## config.mk

```make
export PLATFORM = sky130hd
export DESIGN_NAME = mips32_fetch_queue
export DESIGN_NICKNAME = d
export VERILOG_FILES = /design/src/rtl/mips32_fetch_queue.sv
export SDC_FILE = /design/constraint.sdc
export NUM_CORES = 1
export LEC_CHECK = 0
export CORE_MARGIN = 5
export CORE_UTILIZATION = 54
export DETAILED_ROUTE_END_ITERATION = 8
export PLACE_DENSITY = 0.9
export SLEW_MARGIN = 25
export SYNTH_ARGS = -nofsm -noshare
export SYNTH_HDL_FRONTEND = slang
export SYNTH_SLANG_ARGS = --single-unit
```

## constraint.sdc

```tcl
create_clock -name clock -period 5.3 [get_ports clock]
set_input_delay 1.59 -clock clock [delete_from_list [all_inputs] [get_ports clock]]
set_output_delay 1.59 -clock clock [all_outputs]
set_load 0.01 [all_outputs]
```

## src/rtl/mips32_fetch_queue.sv

```systemverilog
// Fetch front end: owns the fetch PC, reads instruction memory over req/ack and
// buffers {pc, instr} pairs in a DEPTH-entry FIFO. Optional macro: FETCH_HALT_DETECT_EN.
module mips32_fetch_queue #(
  parameter int unsigned DEPTH    = 4,
  parameter logic [31:0] RESET_PC = 32'h0,
  parameter logic [31:0] HALT_PC  = 32'h8
) (
  input  logic        clock,
  input  logic        reset,
  output logic        imem_req,
  output logic [31:0] imem_addr,
  input  logic        imem_ack,
  input  logic [31:0] imem_rdata,
  output logic        instr_valid,
  input  logic        instr_ready,
  output logic [31:0] instr_out,
  output logic [31:0] pc_out,
  input  logic        redirect,
  input  logic [31:0] redirect_pc,
  output logic        halted
);

  localparam int unsigned PtrW = (DEPTH > 1) ? $clog2(DEPTH) : 1;
  localparam int unsigned CntW = PtrW + 1;

  logic [PtrW-1:0] head_q, tail_q;
  logic [CntW-1:0] count_q, count_d;
  logic [31:0]     fetch_pc_q;
  logic            kill_q;
  logic            rst_q;
  logic            halted_q;
  logic [31:0]     pc_mem_q    [DEPTH];
  logic [31:0]     instr_mem_q [DEPTH];

  logic full, push, pop;

  // Full is judged on the current count, before any pop in the same cycle.
  assign full     = (count_q == CntW'(DEPTH));
  assign imem_req = !rst_q && !kill_q && !halted_q && !full;
  assign push     = imem_req && imem_ack;
  assign pop      = instr_valid && instr_ready;

  assign imem_addr   = fetch_pc_q;
  assign instr_valid = (count_q != '0);
  assign instr_out   = instr_valid ? instr_mem_q[head_q] : 32'h0;
  assign pc_out      = instr_valid ? pc_mem_q[head_q] : 32'h0;
  assign halted      = halted_q;

  always_comb begin
    count_d = count_q;
    if (push && !pop) begin
      count_d = count_q + CntW'(1);
    end else if (pop && !push) begin
      count_d = count_q - CntW'(1);
    end
  end

  always_ff @(posedge clock) begin
    if (reset) begin
      fetch_pc_q <= RESET_PC;
      head_q     <= '0;
      tail_q     <= '0;
      count_q    <= '0;
      kill_q     <= 1'b0;
      rst_q      <= 1'b1;
`ifdef FETCH_HALT_DETECT_EN
      halted_q   <= 1'b0;
`endif
    end else begin
      rst_q <= 1'b0;
      if (redirect) begin
        // Same-cycle completion and pop are dropped; kill aborts the in-flight request.
        head_q     <= '0;
        tail_q     <= '0;
        count_q    <= '0;
        fetch_pc_q <= {redirect_pc[31:2], 2'b00};
        kill_q     <= 1'b1;
`ifdef FETCH_HALT_DETECT_EN
        halted_q   <= 1'b0;
`endif
      end else begin
        kill_q  <= 1'b0;
        count_q <= count_d;
        if (push) begin
          tail_q     <= tail_q + PtrW'(1);
          fetch_pc_q <= fetch_pc_q + 32'd4;
`ifdef FETCH_HALT_DETECT_EN
          if (fetch_pc_q == HALT_PC) begin
            halted_q <= 1'b1;
          end
`endif
        end
        if (pop) begin
          head_q <= head_q + PtrW'(1);
        end
      end
    end
  end

  always_ff @(posedge clock) begin
    if (!reset && !redirect && push) begin
      pc_mem_q[tail_q]    <= fetch_pc_q;
      instr_mem_q[tail_q] <= imem_rdata;
    end
  end

`ifdef FETCH_HALT_DETECT_EN
  logic unused_bits;
  assign unused_bits = ^redirect_pc[1:0];
`else
  assign halted_q = 1'b0;
  logic unused_bits;
  assign unused_bits = ^{redirect_pc[1:0], HALT_PC};
`endif

endmodule

```

**Word level (Yosys, flattened, before mapping)**

Memories as Yosys holds them, arrays and structs flattened. A register that Yosys moved wholly into a read port is not among the register bits.
Cells that the tools add are included.

- Output and inout port bits: 99
- Register bits: 41
- Memory bits (writable): 256
- Memories: 2

- Add/sub/neg operators: 5
- Multiplexer cells: 14
- Reductions and logical operators: 19
- Equal/unequal tests: 1

Memory list:

| name | depth | width | read ports | clocked after Yosys merged registers in | wr ports | RTL line | source |
|---|---|---|---|---|---|---|---|
| instr_mem_q | 4 | 32 | 1 | 1 | 1 | 33 | `logic [31:0] instr_mem_q [DEPTH];` |
| pc_mem_q | 4 | 32 | 1 | 1 | 1 | 32 | `logic [31:0] pc_mem_q [DEPTH];` |

Operators with widths:

| kind | number |
|---|---|
| two-way mux 32 bit | 4 |
| adder 32 x 3 -> 32 bit, second input constant | 1 |
| logical AND 1 bit | 8 |
| two-way mux 2 bit | 4 |
| zero test 1 bit | 7 |
| two-way mux 3 bit | 2 |
| adder 2 x 1 -> 2 bit, second input constant | 2 |
| two-way mux 1 bit | 4 |
| nonzero test 2 bit | 2 |
| adder 3 x 1 -> 3 bit, second input constant | 1 |
| == test 3 bit, second input constant | 1 |
| nonzero test 3 bit | 1 |
| subtractor 3 x 1 -> 3 bit, second input constant | 1 |
| OR reduction 2 bit | 1 |

**Depth between registers and ports, before layout**

Gate-level depths: netlist of run 1.

- Word-level depth: 8
- Depth in mapped cells: 10
- Gate-level depth less buffers: 9

**Least setup slack after synthesis of run 1**

Ideal clock, no wire load.

- Kind: in2reg
- From: input port redirect
- To: memory instr_mem_q[1][0], enable pin
- Slack: 627 ps
- Data arrival time: 4,246 ps
- Library setup time: 426 ps
- Stages: 5
- Cell sequence: buf_2 -> or2_2 -> buf_2 -> nor3_1 -> and2_1

- Cells in the longest elaborated chain, start to end: 5

RTL lines:

| item | RTL line | source |
|---|---|---|
| from (decl) | 18 | `input logic redirect,` |
| zero test 1 bit | 101 | `if (!reset && !redirect && push) begin` |
| logical AND 1 bit (2 in series) | 101 |  |
| two-way mux 1 bit | 101 |  |
| two-way mux 1 bit (implied by the code) | 103 | `instr_mem_q[tail_q] <= imem_rdata;` |
| to (decl) | 33 |  |

Every way passes these cells.

==> results.ini, run 1 <==
[run_status]
status=finished, final reports clean

[clock_network]
numCtsBuffers=29
cts_tree=done
path_clk_slew_ns=0.06
cts_root_buf=clkbuf_16
clock_latency_ns=0.53
cts_setup_buffers=0
h-tree-depth=1
cts_sinks=289
clockBufferDepth=3
cts_hold_buf=0
cts-resized-gates=0

[pwr]
p_leak_nw=4.73
irDropWorstVdd_uv=233
power_density_mw_per_mm2=349
total_power_mw=5.17

[synth]
synth-xor-area-share_pct=0.892
synth_compound_area_share_pct=4.11
synth_area_sq_mm=0.0118
postSynthAreaPerCell_sq_um=17.2
synth_edf_count=248
ys.flop_type=edfxtp_1
synthMuxAreaShare_pct=11.9
ys_seq_area_share_pct=70.2
synth_top_family_by_area=multiplexers
yosys_warnings=0
synthCells=686
synthAdderAreaFrac_pct=0.807
yosysUniqueCellTypes=59
yosys.area_share.simple_pct=9.95
synth_seq_cells=289
async_flop_share_pct=0

[grt]
grt_pass1_wl_mm=39.8
first_global_vias=7053
grt_max_degree=66
grt_overflow_total=0
antenna_found_initial=0
grt.total_usage_pct=20.6

[setup_path]
start_kind=register
rrSetupSlack_ns=2.67
worstPathRequired_ns=3.71
reg2reg_depth=9
r2r_end=count_q[2]
path_cells=buf_12, mux4_2, and2_1, clkdlybuf4s50_1
r2r-start=count_q[0]
cpPeakStageDelay_ns=0.79
critPathArrivalTime_ns=2.87
worst-setup-path-type=reg2out
end_kind=output port
cp_max_fo=31
crit_end=pc_out[2]
cp_slowest_cell=dfxtp_4

[floorplan]
die_h_um=158
ios=168
die_w_um=158
initial_core_util_pct=54.5
coreArea_sq_mm=0.0216
row_count=54
die_area_sq_mm=0.0249

[sta]
period_share_pct=84.1
rsz0062_at_grt=no
skew_ns=0.0193
relSlewSlack_pct=34.9
whs_ns=0.528
setup-tns-final_ns=0
worstMarginPinSlew_ns=0.976
finalSetupViolations=0
slew_violations=0
fin_crit_ns=4.46
hold_viol_final=0
fmax_ghz=0.224

[finish]
layout.cells.non_filler=1157
fillCellCount=1407
utilization_pct=68.4
drive_gt1_share_pct=16.6
mostFrequentLayoutCells=248 x edfxtp_1, 160 x clkdlybuf4s50_1, 67 x and2_1
antenna_cells=0
final_common_cell=edfxtp_1
final_nets=930
syn2layout_area_growth_pct=25.6

[job]
maxCapViolCount=0

[hold_path]
min_from=head_q[1]
hold_class=reg2reg

[place]
placedCellCount=1103
place_congestion=0.903
hpwl_mm=15.8
numPortBuffers=160

[drt]
via_per_inst=5.92
post_drt_wl_per_cell_um=22.1
drtIter0Drc=536
drc=0
drt-total-wl_mm=25.6
via_count=6850
first_pass_iters=5
drtAntennaViolNets=0

cell families after synthesis:
group / count (synthesis)
simple gates: 198
buf+inv: 52
flops: 289
compound gates: 64
other cells: 1
fa+ha+maj: 7
mux: 63
xor+xnor: 12
worst min-delay path by stage:
stage	to	slack, ns	cells after the start
floorplan	tail_q[1]	0.47	2
global placement	tail_q[1]	0.48	2
detailed placement	register	0.51	2
CTS	head_q[1]	0.53	2
global route	tail_q[1]	0.56	2
finish	head_q[1]	0.53	2
critical path: cells and delay by family, from the launching register on:
| kind | cells | cell delay, ns |
|---|---|---|
| muxes | 1 | 0.55 |
| DFF | 1 | 0.79 |
| buffers and inverters | 2 | 0.79 |
| and+or+nand+nor | 1 | 0.20 |
sequential cells by signal (all words and copies together) (netlist names), named ones only:
signal,count
instr_mem_q,128
rst_q,1
head_q,2
count_q,3
tail_q,2
imem_addr,30
pc_mem_q,120
kill_q,1
synthesized netlist by cell type (5+ instances only):
library cell	instances	area share, %
or3_1	6	0.32
dfxtp_1	41	7.0
mux4_2	62	12
nand3_1	14	0.59
buf_4	5	0.32
o211ai_1	9	0.57
inv_1	10	0.32
nor3_1	9	0.38
o31ai_1	7	0.45
o21ai_0	8	0.34
a311oi_1	11	0.82
a211oi_1	8	0.51
edfxtp_1	248	63
nand4_1	14	0.74
clkbuf_1	23	0.73
ha_1	6	0.64
xor2_1	7	0.52
buf_2	8	0.34
xnor2_1	5	0.37
or4_1	8	0.51
nand2_1	21	0.67
nor2_1	29	0.92
a31oi_1	5	0.27
and2_1	71	3.8
area by class of cell:
type,count,area (sq um),area share (%)
clock buffers,35,788,5.33
clock inverters,19,277,1.87
inverters,12,45.0,0.304
multi-input cells,349,3300,22.3
flip-flops and latches,289,8280,55.9
well taps,280,350,2.37
repair buffers,173,1760,11.9
per-stage QoR:
stage | worst slack [ns] | instance area (sq um)
global route | 0.624 | 14800
CTS | 0.743 | 14800
detailed placement | 0.895 | 13700
floorplan | 0.627 | 11800
global placement | 0.970 | 13700
finish | 0.844 | 14800
report_power, final:
group	total (mW)	switching, mW	internal [mW]
registers	2.56	0.0572	2.50
clock network	2.22	0.818	1.40
logic	0.394	0.174	0.220
metal layers:
| metal | share of wire [%] | global-route usage [%] | vias to the layer above |
|---|---|---|---|
| met1 | 40 | 27.7 | 3432 |
| met4 | 1.5 | 4.59 | 0 |
| met5 | 0 | 0 | - |
| met3 | 7.7 | 3.77 | 34 |
| li1 | - | - | 3075 |
| met2 | 51 | 35.6 | 309 |
Note: power is estimated with default switching activity, not from simulation.
==> inputs of run 2 (changes only) <==
==> constraint.sdc (replaced) <==
create_clock -name clock -period 4.5 [get_ports clock]
set_input_delay 1.35 -clock clock [delete_from_list [all_inputs] [get_ports clock]]
set_output_delay 1.35 -clock clock [all_outputs]
set_load 0.01 [all_outputs]
==> run 2 against run 1 <==
Net effect:
- non-clock buffer count grew 10
- total power grew 12%
- via count grew 0.66%
- clock skew shrank 0.0059 ns
- clock power grew 3%
- worst hold slack lost 0.024 ns
- die area is the same
- final area shrank 0.23%
- setup slack lost 0.39 ns
==> results.ini, run 2 (synthesis results as in run 1) <==
[finish]
syn2layout_area_growth_pct=25.3
mostFrequentLayoutCells=248 x edfxtp_1, 160 x clkdlybuf4s50_1, 67 x and2_1
final_nets=939  ; +0.97%
top_register=instr_mem_q
layout.cells.non_filler=1165  ; +0.69%
largest_reg_flops=128  ; unchanged
drive_gt1_share_pct=16.9  ; +0.30 points
final_common_cell=edfxtp_1
antenna_cells=0  ; unchanged

[sta]
worstMarginPinSlew_ns=0.945  ; -0.0314 ns
fmax_ghz=0.247
period_share_pct=90.0
slew_violations=0  ; unchanged
fin_crit_ns=4.05
hold_viol_final=0  ; unchanged
skew_ns=0.0134  ; -0.00590 ns
rsz0062_at_grt=no
setup-tns-final_ns=0  ; unchanged
finalSetupViolations=0  ; unchanged
worst_slack_ns=0.451  ; -0.392 ns
relSlewSlack_pct=36.5  ; +1.6 points

[setup_path]
reg2reg_depth=8  ; -1
cp_max_fo=22  ; -29%
start_kind=register
worst-setup-path-type=reg2out
r2r_end=count_q[2]
end_kind=output port
worstPathRequired_ns=3.15  ; -0.56 ns
r2r-start=count_q[0]
critPathArrivalTime_ns=2.70  ; -0.17 ns
rrSetupSlack_ns=1.90  ; -0.77 ns

[floorplan]
die_area_sq_mm=0.0249  ; unchanged
die_w_um=158  ; unchanged
ios=168  ; unchanged
coreArea_sq_mm=0.0216  ; unchanged
initial_core_util_pct=54.5  ; unchanged
die_h_um=158  ; unchanged
row_count=54  ; unchanged

[grt]
first_global_vias=7011  ; -0.60%
grt_max_degree=66  ; unchanged
grt.total_usage_pct=20.8  ; +0.15 points
grt_overflow_total=0  ; unchanged
grt_pass1_wl_mm=39.8  ; about the same
antenna_found_initial=0  ; unchanged

[place]
pre_cts_ws_ns=0.404  ; -0.490 ns
placedCellCount=1113  ; +0.91%
place_congestion=0.894  ; -1.0%
numPortBuffers=160  ; unchanged
hpwl_mm=16.9  ; +7.1%

[clock_network]
cts_tree=done
cts-resized-gates=0  ; unchanged
clock_latency_ns=0.53  ; about the same
h-tree-depth=1  ; unchanged
cts_sinks=289  ; unchanged
path_clk_slew_ns=0.06  ; about the same
cts_setup_buffers=0  ; unchanged
cts_root_buf=clkbuf_16
cts_hold_buf=0  ; unchanged
clockBufferDepth=3  ; unchanged
numCtsBuffers=28  ; -3.4%

[hold_path]
min_to=tail_q[1]
min_from=tail_q[1]
hold_class=reg2reg
hold_path_depth=2  ; unchanged

[pwr]
power_density_mw_per_mm2=391  ; +12%
p_leak_nw=4.71  ; -0.44%
irDropWorstVdd_uv=332  ; +42%
total_power_mw=5.77  ; +12%

[drt]
via_per_inst=5.92  ; about the same
drtIter0Drc=683  ; +27%
drc=0  ; unchanged
first_pass_iters=5  ; unchanged
via_count=6895  ; +0.66%
drtAntennaViolNets=0  ; unchanged
drt-total-wl_mm=25.8  ; +1.1%
post_drt_wl_per_cell_um=22.2  ; +0.40%

[job]
maxCapViolCount=0  ; unchanged

[run_status]
status=finished, final reports clean

## run 2: changes by cell type in the layout (fill, tap and decap cells not counted), sizes merged
cell and delta:
clkbuf +8, inv -3, buf +10, bufinv -5
clkinv -4, clkinvlp +2
## run 2: area by class of cell
type / instances / area (sq um)
Inverter: 12 / 45.0
Tap cell: 280 / 350
Clock inverter: 9 / 100
Sequential cell: 289 / 8280
Multi-Input combinational cell: 349 / 3300
Timing Repair Buffer: 183 / 1870
Fill cell: 1430 / 6860
Clock buffer: 43 / 818
## run 2: how the worst max path moves through the flow
stage	depth (start not counted)	from	slack, ns	end
after floorplan	5	redirect	0.07	instr_mem_q[1][0]
after global placement	5	imem_ack	0.48	pc_mem_q[2][24]
after detailed placement	5	imem_ack	0.40	pc_mem_q[2][23]
after CTS	4	register	0.40	pc_out[13]
after global routing	4	register	0.29	pc_out[13]
final	4	register	0.45	pc_out[13]
## run 2: worst max-delay path, stage by stage (launching register included)
cell and delay [ns]:
dfxtp_4 0.64, buf_12 0.28, mux4_2 0.55, and2_1 0.20, clkdlybuf4s50_1 0.48
## run 2: stage by stage
stage	utilization (%)	hold WS, ns	area [sq um]
global placement	64.0	0.482	13800
CTS	68.3	0.501	14800
detailed placement	64.0	0.491	13800
global route	68.3	0.567	14800
finish	68.3	0.504	14800
floorplan	-	0.469	11800
## run 2: metal layers
layer  wire length, um  vias to the layer above  part of all wire [%]  GRT usage [%]
met4               456                        0                   1.8           4.79
met2             13100                      341                    51           36.0
met3              2310                       41                   8.9           3.47
li1                  -                     3090                     -              -
met1              9940                     3423                    38           28.0
met5                 0                        -                     0              0
## run 2: power breakdown
part / internal (mW) / switching, mW / total [mW]
clock network: 1.36 / 0.922 / 2.29
logic: 0.263 / 0.211 / 0.474
registers: 2.94 / 0.0655 / 3.01
